<file path="src/rtl/instr_fetch_pkg.sv">
// Shared fetch-stage types and constants.
package instr_fetch_pkg;

    // One queued instruction with the PC it was fetched from; decode consumes these.
    typedef struct packed {
        logic [31:0] instr;
        logic [31:0] pc;
    } fetch_entry_t;

    // Free entries needed before a new request: one request in flight plus one
    // being issued can each push two words.
    localparam int unsigned FETCH_CREDIT = 4;

    // Start of the next 8-byte cache line after pc, wrapping at 2^32.
    function automatic logic [31:0] next_line(input logic [31:0] pc);
        return {pc[31:3], 3'b000} + 32'd8;
    endfunction

endpackage

</file>
<file path="src/rtl/cpu_ibus_if.sv">
// Instruction-cache bus between fetch (master) and icache (slave).
interface cpu_ibus_if;
    logic        read;
    logic [31:0] address;
    logic        flush_1;
    logic        flush_2;
    logic        stall;
    logic        valid;
    logic [63:0] rddata;

    modport master (
        output read, address, flush_1, flush_2,
        input  stall, valid, rddata
    );

    modport slave (
        input  read, address, flush_1, flush_2,
        output stall, valid, rddata
    );
endinterface

</file>
<file path="src/rtl/instr_queue.sv">
// Dual-push / dual-pop circular FIFO. DEPTH must be a power of two so the
// pointers wrap by simple overflow.
module instr_queue #(
    parameter int unsigned DEPTH = 8,
    parameter type         dtype = logic [63:0]
) (
    input  logic                     clk,
    input  logic                     rst,
    input  logic [1:0]               push_n,
    input  dtype                     push_data [2],
    input  logic [1:0]               pop_n,
    input  logic                     flush,
    output logic [$clog2(DEPTH):0]   count,
    output dtype                     head_data [2]
);
    localparam int unsigned PW = $clog2(DEPTH);
    localparam int unsigned CW = PW + 1;

    logic [PW-1:0] head;
    logic [PW-1:0] tail;
    dtype          mem [DEPTH];

    // Storage writes at tail and tail+1; contents need no reset since count gates use.
    always_ff @(posedge clk) begin
        if (!flush && push_n != 2'd0) mem[tail] <= push_data[0];
        if (!flush && push_n == 2'd2) mem[tail + PW'(1)] <= push_data[1];
    end

    // Pointer and occupancy update; flush discards everything at once.
    always_ff @(posedge clk or posedge rst) begin
        if (rst) begin
            head  <= '0;
            tail  <= '0;
            count <= '0;
        end else if (flush) begin
            head  <= '0;
            tail  <= '0;
            count <= '0;
        end else begin
            head  <= head + PW'(pop_n);
            tail  <= tail + PW'(push_n);
            count <= count + CW'(push_n) - CW'(pop_n);
        end
    end

    assign head_data[0] = mem[head];
    assign head_data[1] = mem[head + PW'(1)];

    // The upstream credit rule must keep occupancy within DEPTH.
    a_no_overflow: assert property (@(posedge clk) disable iff (rst)
        !flush |-> (int'(count) + int'(push_n) <= int'(DEPTH) + int'(pop_n)));

    // Consumers may only take what is present.
    a_no_underflow: assert property (@(posedge clk) disable iff (rst)
        !flush |-> (int'(pop_n) <= int'(count)));

endmodule

</file>
<file path="src/rtl/instr_fetch.sv">
// Fetch front end: PC generation (F1), icache response capture (F2) and
// instruction queue feeding decode.
module instr_fetch
    import instr_fetch_pkg::*;
#(
    parameter logic [31:0] RESET_PC    = 32'hbfc0_0000,
    parameter int unsigned QUEUE_DEPTH = 8
) (
    input  logic             clk,
    input  logic             rst,
    cpu_ibus_if.master       ibus,
    input  logic             redirect_valid,
    input  logic [31:0]      redirect_pc,
    output logic [1:0]       instr_valid,
    output logic [1:0][31:0] instr,
    output logic [1:0][31:0] instr_pc,
    input  logic [1:0]       pop_cnt
);
    localparam int unsigned CW = $clog2(QUEUE_DEPTH) + 1;

    logic [31:0]  pc;
    logic [31:0]  s2_pc;
    logic         s2_valid;
    logic [CW-1:0] count;
    logic [CW-1:0] free;
    logic [1:0]   push_n;
    logic [1:0]   pop_n;
    fetch_entry_t push_data [2];
    fetch_entry_t head_data [2];

    // Request only with enough room for everything that could still land;
    // a redirect kills the request and flushes both cache stages.
    always_comb begin
        free          = CW'(QUEUE_DEPTH) - count;
        ibus.read     = (free >= CW'(FETCH_CREDIT)) && !redirect_valid;
        ibus.address  = pc;
        ibus.flush_1  = redirect_valid;
        ibus.flush_2  = redirect_valid;
    end

    // F1 PC and F2 request metadata; everything holds while the cache stalls,
    // except a redirect which always wins.
    always_ff @(posedge clk or posedge rst) begin
        if (rst) begin
            pc       <= RESET_PC;
            s2_valid <= 1'b0;
            s2_pc    <= '0;
        end else if (redirect_valid) begin
            pc       <= redirect_pc;
            s2_valid <= 1'b0;
        end else if (!ibus.stall) begin
            s2_valid <= ibus.read;
            if (ibus.read) begin
                pc    <= next_line(pc);
                s2_pc <= pc;
            end
        end
    end

    // F2 response split: an odd-word PC only keeps the upper half of the line.
    always_comb begin
        push_n             = 2'd0;
        push_data[0].instr = s2_pc[2] ? ibus.rddata[63:32] : ibus.rddata[31:0];
        push_data[0].pc    = s2_pc;
        push_data[1].instr = ibus.rddata[63:32];
        push_data[1].pc    = s2_pc + 32'd4;
        if (ibus.valid && s2_valid && !redirect_valid)
            push_n = s2_pc[2] ? 2'd1 : 2'd2;
        pop_n = redirect_valid ? 2'd0 : pop_cnt;
    end

    instr_queue #(
        .DEPTH (QUEUE_DEPTH),
        .dtype (fetch_entry_t)
    ) u_queue (
        .clk       (clk),
        .rst       (rst),
        .push_n    (push_n),
        .push_data (push_data),
        .pop_n     (pop_n),
        .flush     (redirect_valid),
        .count     (count),
        .head_data (head_data)
    );

    // Decode view: driven from registered queue state only, zeroed when empty.
    always_comb begin
        instr_valid = {count > CW'(1), count > CW'(0)};
        for (int k = 0; k < 2; k++) begin
            instr[k]    = instr_valid[k] ? head_data[k].instr : 32'd0;
            instr_pc[k] = instr_valid[k] ? head_data[k].pc    : 32'd0;
        end
    end

endmodule

</file>
<file path="src/flat_wrapper.sv">
// flat-port wrapper written by rule: the top's interface ports become plain ports
module instr_fetch_flat import instr_fetch_pkg::*;
#(
    parameter logic [31:0] RESET_PC    = 32'hbfc0_0000,
    parameter int unsigned QUEUE_DEPTH = 8
)
  (clk, rst, redirect_valid, redirect_pc, instr_valid, instr, instr_pc, pop_cnt, ibus_read, ibus_address, ibus_flush_1, ibus_flush_2, ibus_stall, ibus_valid, ibus_rddata);
  cpu_ibus_if ibus_i ();
  input  logic clk;
  input  logic rst;
  input  logic redirect_valid;
  input  logic [31:0] redirect_pc;
  output logic [1:0] instr_valid;
  output logic [1:0][31:0] instr;
  output logic [1:0][31:0] instr_pc;
  input  logic [1:0] pop_cnt;
  output wire logic [$bits(ibus_i.read)-1:0] ibus_read;
  output wire logic [$bits(ibus_i.address)-1:0] ibus_address;
  output wire logic [$bits(ibus_i.flush_1)-1:0] ibus_flush_1;
  output wire logic [$bits(ibus_i.flush_2)-1:0] ibus_flush_2;
  input wire logic [$bits(ibus_i.stall)-1:0] ibus_stall;
  input wire logic [$bits(ibus_i.valid)-1:0] ibus_valid;
  input wire logic [$bits(ibus_i.rddata)-1:0] ibus_rddata;
  assign ibus_read = ibus_i.read;
  assign ibus_address = ibus_i.address;
  assign ibus_flush_1 = ibus_i.flush_1;
  assign ibus_flush_2 = ibus_i.flush_2;
  assign ibus_i.stall = ibus_stall;
  assign ibus_i.valid = ibus_valid;
  assign ibus_i.rddata = ibus_rddata;
  instr_fetch #(.RESET_PC(RESET_PC), .QUEUE_DEPTH(QUEUE_DEPTH)) u_core (.clk(clk), .rst(rst), .ibus(ibus_i), .redirect_valid(redirect_valid), .redirect_pc(redirect_pc), .instr_valid(instr_valid), .instr(instr), .instr_pc(instr_pc), .pop_cnt(pop_cnt));
endmodule
</file>
<file path="config.mk">
export PLATFORM = sky130hd
export DESIGN_NAME = instr_fetch_flat
export DESIGN_NICKNAME = d
export VERILOG_FILES = /design/src/rtl/instr_fetch_pkg.sv /design/src/rtl/cpu_ibus_if.sv /design/src/rtl/instr_queue.sv /design/src/rtl/instr_fetch.sv /design/src/flat_wrapper.sv
export SDC_FILE = /design/constraint.sdc
export NUM_CORES = 1
export LEC_CHECK = 0
export CORE_MARGIN = 2
export CORE_UTILIZATION = 53
export CTS_CLUSTER_SIZE = 10
export DETAILED_ROUTE_END_ITERATION = 12
export DONT_BUFFER_PORTS = 1
export PLACE_DENSITY = 0.68
export SLEW_MARGIN = 15
export SYNTH_ARGS = -nofsm -noshare
export SYNTH_HDL_FRONTEND = slang
export SYNTH_SLANG_ARGS = --single-unit
</file>
<file path="constraint.sdc">
create_clock -name clk -period 8.7 [get_ports clk]
set_clock_uncertainty 0.15 [all_clocks]
set_input_delay 0.435 -clock clk [delete_from_list [all_inputs] [get_ports clk]]
set_output_delay 0.435 -clock clk [all_outputs]
set_load 0.05 [all_outputs]
</file>
==> out/metrics.cfg <==
[cells_and_area]
ff_latch_area_mm2 = 0.01728
multiInputGateArea_mm2 = 0.01403
n_antenna_cell = 0
num-nets-final = 2620
layout.cells.non_filler = 3323
final_layout_size_suffix_gt1_share_pct = 19.66
syn2layout_area_growth_pct = 9.192
final_core_util_pct = 58.12
fillCellCount = 4804

[cts]
post_cts_buffers = 0
cts_tree = yes
clockBufferDepth = 3
cts_root_buf = clkbuf_16
clock-sinks = 587
cts_resized = 0
htree_num_levels = 3
clk_pin_slew_ns = 0.05
cts_buffers = 70
worstSkewPairLatency_ns = 0.62

[timing]
maxSlewHeadroom_pct = 19.50
maxSlewViolCount = 0
final.setup.tns_ns = 0
finalHoldViolations = 0
grt_setup_unrepaired = false
fin_ws_ns = 3.349
setup_violations = 0
fmax_mhz = 186.9
period_share_pct = 61.51
post-route-min-period_ns = 5.351
tightest_slew_ns = 1.211

[setup_path]
start_kind = flop
critPathMaxStageDelay_ns = 0.90
cp.required_ns = 8.12
slowest_stage = a21oi_1
path_cells = buf_4 > buf_4 > mux4_2 > nand2_1 > a21oi_1
crit_arrival_ns = 4.77
worst-path-buf-inv = 2
worst-path-max-fanout = 66
crit_path_end_kind = primary output
crit_type = flop to primary output
cpLargestDelayFamily = buffers and inverters
crit_top_cell = buf_4

[routing]
dr.first_iter.drc_count = 2389
routed_wl_um = 91530
wl_per_cell_um = 27.54
drcViolationCount = 0
ant_nets = 0
dr.pass1.iters = 7
viasPerCell = 6.671
vias = 22170

[floorplan]
die_h_um = 252.3
core_mm2 = 0.06137
start_util_pct = 53.23
row_count = 91
die_area_mm2 = 0.06364
num_io_pins = 268
die_w_um = 252.3

[power_and_ir_drop]
p_leak_nw = 11.61
total_power_w = 0.009790
vdd_drop_max_uv = 187.2
power.density_mw_per_mm2 = 274.5

[global_route]
antenna_found_initial = 2
grt_use_total_pct = 28.51
grt_pass1_wl_um = 134700
first_global_vias = 22090
grt_max_degree = 96
grt-ovfl-total = 0

[synthesis]
yosys-top-cells-area = edfxtp_1 47%, mux4_2 18%, dfrtp_1 5.1%, a21oi_1 5.0%, nor2_1 4.1%
syn-num-nets = 2772
yosys.area.top_type = edfxtp_1
synth_cells = 2653
synth_area_mm2 = 0.03267
ys.flop_type = edfxtp_1
yosysWarnings = 0
synth-edff-count = 512
synthArstFlopShare_pct = 12.78
yosysSeqAreaShare_pct = 52.84
synth_cell_types = 54
ys_ff_latch = 587
synth_top_area_share_pct = 47.06
avgSynthCellArea_um2 = 12.31

[placement]
routabilityCongestion = 0.8088
dp_hpwl_um = 51340
dp_slack_ns = 3.909
dp.cells = 3150
port_buffers = 0

[min_path]
hp-class = input pin to flop

[run]
maxCapViolations = 0

[outcome]
status = complete, no violations

[layout make-up]
cell class,instances,area share [%]
Sequential cell,587,48.43
Multi-Input combinational cell,1681,39.32
Clock buffer,97,5.461
Timing Repair Buffer,142,3.536
Tap cell,790,2.771
Clock inverter,7,0.2771
Inverter,19,0.2034
[path summary, 6_finish.rpt]
check / slack, ns / cells after the start / end / startpoint
worst max register to register: 4.60 / 6 / u_core.u_queue.mem[3][23] / u_core.u_queue.tail[0]
max in group asynchronous: 7.27 / 3 / u_core.u_queue.head[0] / rst
min in group asynchronous: 0.42 / 3 / u_core.ibus.address[0] / rst
worst min register to register: 0.39 / 2 / u_core.s2_valid / u_core.s2_valid
worst max-delay path: 3.35 / 5 / instr_pc[44] / u_core.u_queue.head[0]
worst min-delay path: 0.11 / 2 / u_core.s2_pc[31] / redirect_valid
[stage by stage]
step           hold slack (ns)  area, µm²
4_1_cts                0.08030      35670
3_5_place_dp            0.3552      32920
2_1_floorplan           0.3568      32670
6_report                0.1096      35670
3_3_place_gp            0.3532      32920
5_1_grt                 0.1199      35670
[sequential cells by signal, indices dropped and copies added (netlist names)]
name                  count
u_core.s2_valid           1
u_core.u_queue.tail       3
u_core.s2_pc             32
u_core.ibus.address      32
u_core.u_queue.count      4
u_core.u_queue.head       3
u_core.u_queue.mem      512
[worst reg2reg max path, cell delays in order, from the launching register on]
cell and delay (ns):
dfrtp_1 0.87, ha_1 0.44, clkinv_1 0.29, or4_2 0.70, buf_4 0.45, o21ai_4 0.18
buf_4 0.60
[placed cells by master, fill, tap and decap left out, drive strengths merged, types with 9 or more instances in the layout]
| cell | n |
|---|---|
| dfstp | 9 |
| inv | 21 |
| nor3 | 37 |
| nor2 | 360 |
| nor2b | 9 |
| edfxtp | 512 |
| mux2 | 32 |
| nand2 | 232 |
| mux2i | 97 |
| a21oi | 324 |
| o31ai | 15 |
| and4 | 12 |
| xnor2 | 79 |
| dfrtp | 66 |
| nand2b | 10 |
| o21ai | 22 |
| mux4 | 256 |
| ha | 12 |
| xor2 | 46 |
| nand3 | 38 |
| buf | 74 |
| clkbuf | 97 |
| nand4 | 18 |
| dlygate4sd3 | 68 |
| a31oi | 21 |
| or4 | 19 |
[power breakdown]
group / switching, W / total [W] / internal, W / leakage, nW
Sequential: 0.000441 / 0.00391 / 0.00347 / 5.47
Combinational: 0.00224 / 0.00317 / 0.000929 / 5.14
Clock: 0.00111 / 0.00271 / 0.00160 / 0.993
[logic make-up (layout without fill, tap and decap cells)]
logic type	Yosys count	in the layout	share of synthesized area [%]
DFF	587	587	52.84
buffers and inverters	385	265	4.734
xor gates and xnor gates	125	125	3.351
AOI/OAI and AO/OA	395	395	6.396
muxes	385	385	21.72
adders and majority gates	16	16	0.7047
and+or+nand+nor	760	760	10.25
[metal layers]
layer  GRT usage (%)  wire length, µm
met5               0               13
met4           10.28             2679
met3           6.684            10030
met2           45.86            44390
met1           38.25            34410
[timing repair]
item / 4_1_cts / 5_1_grt
endpoints found under the setup margin: 0 / 0
hold endpoints to repair: 365 / 0
hold buffers: 69 / 0
[cell usage after synthesis, drive strengths merged (38+ instances only)]
master,n
a21oi,324
buf,112
clkbuf,254
dfrtp,66
edfxtp,512
mux2i,97
mux4,256
nand2,232
nand3,38
nor2,360
xnor2,79
xor2,46
No activity file was read; power rests on OpenSTA's default activity.
